==> config.mk <==
export PLATFORM = sky130hd
export DESIGN_NAME = sram_arb_512x128
export DESIGN_NICKNAME = d
export VERILOG_FILES = /design/src/rtl/sram_arb_512x128.sv
export SDC_FILE = /design/constraint.sdc
export NUM_CORES = 1
export LEC_CHECK = 0
export BUFFER_PORTS_ARGS = -buffer_cell sky130_fd_sc_hd__clkbuf_2
export CORE_AREA = 2 2 316 318
export DETAILED_ROUTE_END_ITERATION = 8
export DIE_AREA = 0 0 318 320
export PLACE_DENSITY = 0.37
export REMOVE_ABC_BUFFERS = 1
export SYNTH_ARGS = -nofsm -noshare
export SYNTH_HDL_FRONTEND = slang
export SYNTH_SLANG_ARGS = --single-unit
export TNS_END_PERCENT = 10
==> constraint.sdc <==
create_clock -name clk -period 17.9 [get_ports clk]
set_clock_uncertainty 0.05 [all_clocks]
set_input_delay 0.895 -clock clk [delete_from_list [all_inputs] [get_ports clk]]
set_output_delay 0.895 -clock clk [all_outputs]
set_load 0.02 [all_outputs]
==> src/rtl/sram_arb_512x128.sv <==
// Two-port round-robin arbiter in front of one single-port SRAM with a
// registered read output; each port holds one read response in a slot.
module sram_arb_512x128 #(
  parameter int ADDR_W = 9,
  parameter int DATA_W = 128
) (
  input  logic              clk,
  input  logic              reset,

  input  logic              req0_valid,
  output logic              req0_ready,
  input  logic              req0_wen,
  input  logic [ADDR_W-1:0] req0_addr,
  input  logic [DATA_W-1:0] req0_wdata,
  output logic              resp0_valid,
  input  logic              resp0_ready,
  output logic [DATA_W-1:0] resp0_rdata,

  input  logic              req1_valid,
  output logic              req1_ready,
  input  logic              req1_wen,
  input  logic [ADDR_W-1:0] req1_addr,
  input  logic [DATA_W-1:0] req1_wdata,
  output logic              resp1_valid,
  input  logic              resp1_ready,
  output logic [DATA_W-1:0] resp1_rdata,

  output logic [ADDR_W-1:0] sram_a,
  output logic              sram_csb,
  output logic              sram_web,
  output logic              sram_oeb,
  output logic [DATA_W-1:0] sram_i,
  input  logic [DATA_W-1:0] sram_o
);

  typedef enum logic [1:0] {
    EMPTY   = 2'd0,
    PENDING = 2'd1,
    FULL    = 2'd2
  } slot_t;

  slot_t slot0;
  slot_t slot1;
  logic  rr;

  logic  elig0;
  logic  elig1;
  logic  gnt0;
  logic  gnt1;
  logic  rd0;
  logic  rd1;
  slot_t slot0_nxt;
  slot_t slot1_nxt;

  // A read needs a free slot, or a full one being drained this cycle.
  function automatic slot_t slot_next(
    input slot_t s,
    input logic  rd,
    input logic  take
  );
    slot_t n;
    n = s;
    unique case (s)
      EMPTY:   n = rd ? PENDING : EMPTY;
      PENDING: n = FULL;
      FULL: begin
        if (take) begin
          n = rd ? PENDING : EMPTY;
        end
      end
      default: n = EMPTY;
    endcase
    return n;
  endfunction

  always_comb begin
    elig0 = req0_valid &
            (req0_wen | (slot0 == EMPTY) |
             ((slot0 == FULL) & resp0_ready));
    elig1 = req1_valid &
            (req1_wen | (slot1 == EMPTY) |
             ((slot1 == FULL) & resp1_ready));
  end

  always_comb begin
    gnt0 = 1'b0;
    gnt1 = 1'b0;
    if (!reset) begin
      if (elig0 & elig1) begin
        gnt0 = ~rr;
        gnt1 = rr;
      end else begin
        gnt0 = elig0;
        gnt1 = elig1;
      end
    end
  end

  assign req0_ready = gnt0;
  assign req1_ready = gnt1;
  assign rd0        = gnt0 & ~req0_wen;
  assign rd1        = gnt1 & ~req1_wen;
  assign sram_oeb   = 1'b0;

  always_comb begin
    sram_csb = 1'b1;
    sram_web = 1'b1;
    sram_a   = '0;
    sram_i   = '0;
    unique case (1'b1)
      gnt0: begin
        sram_csb = 1'b0;
        sram_web = ~req0_wen;
        sram_a   = req0_addr;
        sram_i   = req0_wdata;
      end
      gnt1: begin
        sram_csb = 1'b0;
        sram_web = ~req1_wen;
        sram_a   = req1_addr;
        sram_i   = req1_wdata;
      end
      default: begin
        sram_csb = 1'b1;
      end
    endcase
  end

  always_comb begin
    slot0_nxt = slot_next(slot0, rd0, resp0_ready);
    slot1_nxt = slot_next(slot1, rd1, resp1_ready);
  end

  always_ff @(posedge clk or posedge reset) begin
    if (reset) begin
      rr          <= 1'b0;
      slot0       <= EMPTY;
      slot1       <= EMPTY;
      resp0_valid <= 1'b0;
      resp1_valid <= 1'b0;
      resp0_rdata <= '0;
      resp1_rdata <= '0;
    end else begin
      if (gnt0) begin
        rr <= 1'b1;
      end else if (gnt1) begin
        rr <= 1'b0;
      end
      slot0       <= slot0_nxt;
      slot1       <= slot1_nxt;
      resp0_valid <= (slot0_nxt == FULL);
      resp1_valid <= (slot1_nxt == FULL);
      // SRAM output is valid the cycle after the read was sampled.
      if (slot0 == PENDING) begin
        resp0_rdata <= sram_o;
      end
      if (slot1 == PENDING) begin
        resp1_rdata <= sram_o;
      end
    end
  end

endmodule
==> results of run 1 <==
==> worst paths after layout <==
kind | from | cells after the start | endpoint | slack, ns
max in group asynchronous | reset | 4 | resp1_rdata[103]$_DFFE_PP0N_ | 15.12
hold reg to reg | resp0_rdata[58]$_DFFE_PP0N_ | 1 | resp0_rdata[58]$_DFFE_PP0N_ | 0.45
setup reg to reg | slot0[1]$_DFF_PP0_ | 4 | resp0_rdata[28]$_DFFE_PP0N_ | 14.83
setup / recovery | slot0[0]$_DFF_PP0_ | 7 | sram_i[120] | 12.55
hold / removal | reset | 2 | resp1_valid$_DFF_PP0_ | 0.45
min in group clk | resp0_rdata[58]$_DFFE_PP0N_ | 1 | resp0_rdata[58]$_DFFE_PP0N_ | 0.45
==> cell usage in the layout, fill, tap and decap left out, drive strengths merged, types with 3 or more instances in the layout <==
master / n
clkbuf: 853
dfrtp: 263
mux2: 256
inv: 143
nand2: 141
o32ai: 137
buf: 14
clkinv: 7
o21ai: 5
nand2b: 4
diode: 3
nor2: 3
a21o: 3
nor3: 3
==> routing by layer <==
metal	GRT usage	wire, µm
met2	0.217	32700
met4	0.0408	2130
met5	0	101
met1	0.130	23700
met3	0.0484	6250
==> cell families after synthesis <==
| kind of cell | after synthesis | synth area share |
|---|---|---|
| flops | 263 | 0.496 |
| simple gates | 153 | 0.0454 |
| other cells | 1 | 0.000283 |
| compound gates | 150 | 0.162 |
| buf+inv | 230 | 0.0793 |
| mux | 256 | 0.217 |
==> synth_stat cells, types with 5 or more instances <==
| cell | instances | share of area |
|---|---|---|
| sky130_fd_sc_hd__dfrtp_1 | 263 | 0.50 |
| sky130_fd_sc_hd__mux2_2 | 256 | 0.22 |
| sky130_fd_sc_hd__nand2_1 | 141 | 0.040 |
| sky130_fd_sc_hd__inv_1 | 140 | 0.040 |
| sky130_fd_sc_hd__o32ai_2 | 110 | 0.13 |
| sky130_fd_sc_hd__buf_2 | 34 | 0.013 |
| sky130_fd_sc_hd__clkbuf_1 | 28 | 0.0079 |
| sky130_fd_sc_hd__o32ai_1 | 27 | 0.018 |
| sky130_fd_sc_hd__buf_4 | 13 | 0.0074 |
| sky130_fd_sc_hd__buf_6 | 13 | 0.011 |
| sky130_fd_sc_hd__o21ai_0 | 5 | 0.0019 |
==> state kept, by name (all words and copies together), names as in the netlist <==
signal,count
resp0_rdata,128
resp0_valid,1
resp1_rdata,128
resp1_valid,1
rr,1
slot0,2
slot1,2
==> report_power, final <==
| part | internal [mW] | leakage (nW) | total, mW | switching, mW |
|---|---|---|---|---|
| Combinational | 0.416 | 6.02 | 1.12 | 0.702 |
| Clock | 0.363 | 0.507 | 0.629 | 0.265 |
| Sequential | 0.820 | 3.08 | 0.941 | 0.121 |
| Total | 1.60 | 9.60 | 2.69 | 1.09 |
==> cell type report <==
class,count,area (µm²)
sequential,263,6580
clock inverter,11,76.3
inverter,140,533
fill,10900,78400
multi-input combinational,560,5660
clock buffer,46,942
antenna,3,7.51
timing repair buffer,821,4160
tap,1287,1610
==> metrics by stage <==
| stage | area, µm² | power, mW | util | hold slack, ns | setup slack [ns] |
|---|---|---|---|---|---|
| finish | 19600 | 2.69 | 0.200 | 0.448 | 12.55 |
| global route | 19600 | 2.84 | 0.200 | 0.428 | 12.35 |
| CTS | 19600 | 2.75 | 0.200 | 0.393 | 12.52 |
| detailed placement | 18500 | 2.09 | 0.189 | 0.442 | 12.64 |
| global placement | 18500 | 2.08 | 0.189 | 0.438 | 12.79 |
| floorplan | 12700 | 1.61 | - | 0.425 | 7.16 |
==> impl_metrics.env, run 1 <==
export IMPL_die_x_um=318
export IMPL_power_density_nw_per_um2=137
export IMPL_drt_first_pass_iters=5
export IMPL_slowest_delay_ns=0.91
export IMPL_worst_path_cell_chain="inv_1 -> a31oi_4 -> o211ai_4 -> buf_4 -> buf_4 -> o32ai_1 -> clkbuf_2"
export IMPL_post_synth_cell_area_avg_um2=12.6
export IMPL_largest_net_degree_at_the_start_of_global_routing=167
export IMPL_drv_slew=0
export IMPL_run_status="complete, no violations"
export IMPL_vdd_ir_drop_max_v=0.0000964
export IMPL_port_buffers=808
export IMPL_cpLargestDelayFamily="buffers and inverters"
export IMPL_finalSetupViolations=0
export IMPL_placeableCoreArea_um2=98000
export IMPL_asyncSetResetFlopFracSynth=1.00
export IMPL_startpoint_type="flop"
export IMPL_clock_tree_from_tritoncts="built"
export IMPL_timing_setup_tns_ns=0
export IMPL_worst_slew_pin_slew_ns=1.20
export IMPL_worst_endpoint_required_ns=16.96
export IMPL_areaGrowthSynthToFinish_pct=47.5
export IMPL_crit_slowest_cell="sky130_fd_sc_hd__o211ai_4"
export IMPL_grt_setup_unrepaired="false"
export IMPL_fmaxAchievable_ghz=0.187
export IMPL_worst_slew_margin_rel=0.199
export IMPL_cap_violations=0
export IMPL_ctsResizeCount=0
export IMPL_clkSlewWorstSetupHoldPaths_ns=0.07
export IMPL_worstPathArrival_ns=4.40
export IMPL_global_route_usage_total=0.122
export IMPL_drt_antenna_violating_nets=0
export IMPL_drt_first_iter_violations=526
export IMPL_avgViaCountPerCell=3.70
export IMPL_postSynthRegisterBits=263
export IMPL_cp_bufs_invs=4
export IMPL_number_of_enable_type_register_cells_in_the_synthesized_netlist=0
export IMPL_fin_crit_ns=5.35
export IMPL_wl_per_cell_um=20.7
export IMPL_half_perimeter_wire_length_after_detailed_placement_um=53000
export IMPL_critical_path_most_common_cell="sky130_fd_sc_hd__buf_4"
export IMPL_synth_yosys_warnings=0
export IMPL_total_via_count_in_the_routed_design=11600
export IMPL_rows=115
export IMPL_synth_distinct_cells=25
export IMPL_fp_dieArea_um2=102000
export IMPL_wirelength_um=64900
export IMPL_antenna_found_initial=12
export IMPL_clock_insertion_delay_at_the_later_pin_of_the_skew_report_ns=0.60
export IMPL_tritoncts_num_sinks=263
export IMPL_start_util=0.135
export IMPL_ios=810
export IMPL_synthesis_instances=1053
export IMPL_clock_tree_htree_level_count=1
export IMPL_static_leakage_power_nw=9.60
export IMPL_syn_area_um2=13300
export IMPL_synth_sequential_area_ratio=0.496
export IMPL_vias_in_the_first_global_route=12700
export IMPL_worst_setup_path_class="reg -> out"
export IMPL_drcViolationCount=0
export IMPL_nets=2227
export IMPL_grt_pass1_wl_um=92000
export IMPL_drive_above_1_share=0.678
export IMPL_worst_setup_path_end_kind="output port"
export IMPL_cts_path_max_buffers=3
export IMPL_finalHoldViolCount=0
export IMPL_hold_path_class="in -> async"
export IMPL_grt_overflow=0
export IMPL_layoutNonFillerInstCount=3131
export IMPL_final_period_utilization=0.299
export IMPL_finalWeightedCongestion=0.933
export IMPL_ctsRootBufferMaster="sky130_fd_sc_hd__clkbuf_16"
export IMPL_post_cts_setup_buffer_count=0
export IMPL_placed_cells=3071
export IMPL_clock_buffers_created_by_tritoncts=31
export IMPL_synth_ff_type="sky130_fd_sc_hd__dfrtp_1"
export IMPL_fp_dieH_um=320
export IMPL_worstPathMaxFanout=74
export IMPL_cts_hold_fix_buffers=0
Note: power is estimated with default switching activity, not from simulation.
==> run 2: changes to the inputs <==
--- a/config.mk
+++ b/config.mk
@@ -6,10 +6,10 @@
 export NUM_CORES = 1
 export LEC_CHECK = 0
 export BUFFER_PORTS_ARGS = -buffer_cell sky130_fd_sc_hd__clkbuf_2
-export CORE_AREA = 2 2 316 318
+export CORE_AREA = 2 2 314 316
 export DETAILED_ROUTE_END_ITERATION = 8
-export DIE_AREA = 0 0 318 320
-export PLACE_DENSITY = 0.37
+export DIE_AREA = 0 0 316 318
+export PLACE_DENSITY = 0.38
 export REMOVE_ABC_BUFFERS = 1
 export SYNTH_ARGS = -nofsm -noshare
 export SYNTH_HDL_FRONTEND = slang
==> constraint.sdc (replaced) <==
create_clock -name clk -period 4.9 [get_ports clk]
set_clock_uncertainty 0.05 [all_clocks]
set_input_delay 0.245 -clock clk [delete_from_list [all_inputs] [get_ports clk]]
set_output_delay 0.245 -clock clk [all_outputs]
set_load 0.02 [all_outputs]
==> impl_metrics.env, run 2 (synthesized netlist as in run 1, its figures left out) <==
export IMPL_vdd_ir_drop_max_v=0.000311
export IMPL_rows=115
export IMPL_r2r_worst_path_cells=3
export IMPL_clock_tree_htree_level_count=1
export IMPL_reg2reg_setup_slack_ns=2.58
export IMPL_hold_path_class="in -> async"
export IMPL_cts_path_max_buffers=3
export IMPL_drv_slew=0
export IMPL_worstPathArrival_ns=3.29
export IMPL_worst_slew_pin_slew_ns=1.05
export IMPL_slowest_delay_ns=0.77
export IMPL_half_perimeter_wire_length_after_detailed_placement_um=49100
export IMPL_finalHoldViolCount=0
export IMPL_fin_crit_ns=3.59
export IMPL_global_route_hottest_layer="met2"
export IMPL_highest_count_cells_in_the_layout_ignoring_fill_and_taps="807 x sky130_fd_sc_hd__clkbuf_2, 263 x sky130_fd_sc_hd__dfrtp_1, 256 x sky130_fd_sc_hd__mux2_2"
export IMPL_wl_per_cell_um=18.8
export IMPL_fmaxAchievable_ghz=0.279
export IMPL_worst_path_cell_chain="nand2b_1 -> a21oi_2 -> o21bai_4 -> buf_12 -> buf_4 -> o32ai_2 -> clkbuf_2"
export IMPL_startpoint_type="flop"
export IMPL_crit_slowest_cell="sky130_fd_sc_hd__o21bai_4"
export IMPL_placeableCoreArea_um2=97400
export IMPL_ios=810
export IMPL_global_route_usage_total=0.116
export IMPL_clock_insertion_delay_at_the_later_pin_of_the_skew_report_ns=0.58
export IMPL_antenna_found_initial=2
export IMPL_power_density_nw_per_um2=470
export IMPL_finalWorstSetupSlack_ns=1.31
export IMPL_total_via_count_in_the_routed_design=12000
export IMPL_worst_endpoint_required_ns=4.61
export IMPL_ctsResizeCount=0
export IMPL_worstPathMaxFanout=66
export IMPL_tritoncts_num_sinks=263
export IMPL_worst_r2r_startpoint="slot1[0]$_DFF_PP0_"
export IMPL_grtUsageMet3=0.0345
export IMPL_port_buffers=808
export IMPL_worst_setup_path_end_kind="output port"
export IMPL_areaGrowthSynthToFinish_pct=57.6
export IMPL_post_cts_setup_buffer_count=0
export IMPL_worst_case_setup_slack_after_placement_ns=1.98
export IMPL_run_status="complete, no violations"
export IMPL_drcViolationCount=0
export IMPL_finalSetupViolations=0
export IMPL_final_hold_slack_ns=0.0942
export IMPL_drt_first_iter_violations=500
export IMPL_clock_buffers_created_by_tritoncts=31
export IMPL_static_leakage_power_nw=10.2
export IMPL_nets=2361
export IMPL_grt_setup_unrepaired="false"
export IMPL_drt_antenna_violating_nets=0
export IMPL_most_frequent_standard_cell_in_the_layout_excluding_fill_and_tap_cells="sky130_fd_sc_hd__clkbuf_2"
export IMPL_cpLargestDelayFamily="buffers and inverters"
export IMPL_wirelength_um=61400
export IMPL_worst_setup_path_class="reg -> out"
export IMPL_cp_bufs_invs=3
export IMPL_worst_slew_margin_rel=0.302
export IMPL_groute_layer_met2_usage=0.213
export IMPL_ctsRootBufferMaster="sky130_fd_sc_hd__clkbuf_16"
export IMPL_fp_dieH_um=318
export IMPL_largestRegisters="resp0_rdata: 128 flops, resp1_rdata: 128 flops"
export IMPL_largest_net_degree_at_the_start_of_global_routing=154
export IMPL_fp_dieArea_um2=100000
export IMPL_avgViaCountPerCell=3.67
export IMPL_globalRouteMet1Util=0.130
export IMPL_finish_utilization=0.215
export IMPL_die_x_um=316
export IMPL_start_util=0.136
export IMPL_vias_in_the_first_global_route=13200
export IMPL_final_period_utilization=0.732
export IMPL_cap_violations=0
export IMPL_clkSlewWorstSetupHoldPaths_ns=0.06
export IMPL_grt_pass1_wl_um=88100
export IMPL_finalWeightedCongestion=0.872
export IMPL_grt_overflow=0
export IMPL_r2r_end="resp1_rdata[96]$_DFFE_PP0N_"
export IMPL_drt_first_pass_iters=4
export IMPL_drive_above_1_share=0.634
export IMPL_clock_tree_from_tritoncts="built"
[run 2: changes by cell type in the layout (fill, tap and decap cells not counted)]
cell,delta
sky130_fd_sc_hd__bufinv_16,+1
sky130_fd_sc_hd__buf_4,-3
sky130_fd_sc_hd__clkinv_4,-2
sky130_fd_sc_hd__dlygate4sd3_1,+133
sky130_fd_sc_hd__clkinv_2,+5
sky130_fd_sc_hd__clkinvlp_4,+1
sky130_fd_sc_hd__diode_2,-2
sky130_fd_sc_hd__buf_12,+4
sky130_fd_sc_hd__clkbuf_8,-3
sky130_fd_sc_hd__inv_6,-2
sky130_fd_sc_hd__clkbuf_1,-4
sky130_fd_sc_hd__buf_6,-1
[run 2: per-stage QoR]
| stage | TNS, ns | total power, mW | area, µm² | cells |
|---|---|---|---|---|
| floorplan | -1884.30 | 5.87 | 12700 | 963 |
| global placement | 0 | 7.58 | 18600 | 3072 |
| detailed placement | 0 | 7.62 | 18600 | 3072 |
| CTS | 0 | 10.0 | 20900 | 3257 |
| global route | 0 | 10.4 | 20900 | 3258 |
| finish | 0 | 9.82 | 20900 | 3258 |
[run 2: worst max path at each step]
stage	start	end	slack (ns)	depth (start not counted)
after floorplan	reset	resp0_rdata[0]$_DFFE_PP0N_	-5.19	1
after global placement	slot1[0]$_DFF_PP0_	sram_i[78]	2.03	7
after detailed placement	slot1[1]$_DFF_PP0_	sram_i[85]	1.98	7
after CTS	slot1[1]$_DFF_PP0_	sram_i[85]	1.32	7
after global routing	slot1[1]$_DFF_PP0_	sram_i[85]	1.17	7
final	slot1[1]$_DFF_PP0_	sram_i[85]	1.31	7
[run 2: power by group]
| group | switching (mW) | total (mW) | leakage [nW] | internal [mW] |
|---|---|---|---|---|
| Combinational | 2.56 | 4.16 | 6.60 | 1.60 |
| Clock | 0.926 | 2.22 | 0.490 | 1.30 |
| Sequential | 0.438 | 3.44 | 3.08 | 3.00 |
| Total | 3.93 | 9.82 | 10.2 | 5.90 |
[run 2: final cells by class]
cell class | instances | area, µm²
Antenna cell | 1 | 2.50
Timing Repair Buffer | 955 | 5550
Tap cell | 1287 | 1610
Multi-Input combinational cell | 560 | 5660
Fill cell | 10700 | 76500
Clock inverter | 14 | 104
Clock buffer | 38 | 872
Sequential cell | 263 | 6580
Inverter | 140 | 533
[run 2: what timing repair did]
item	4_1_cts	5_1_grt
setup endpoints to repair	0	0
endpoints found under the hold margin	263	0
hold buffers	133	0
[run 2: metal layers]
metal / vias to the layer above / part of all wire
met5: - / 0
met4: 0 / 0.017
met3: 56 / 0.088
met2: 549 / 0.51
met1: 5874 / 0.38
li1: 5474 / -
[run 2: worst reg2reg max path, stage by stage (launching register included)]
cell and delay, ns:
sky130_fd_sc_hd__dfrtp_1 0.42, sky130_fd_sc_hd__nand2b_4 0.65, sky130_fd_sc_hd__buf_12 0.62, sky130_fd_sc_hd__mux2_2 0.46
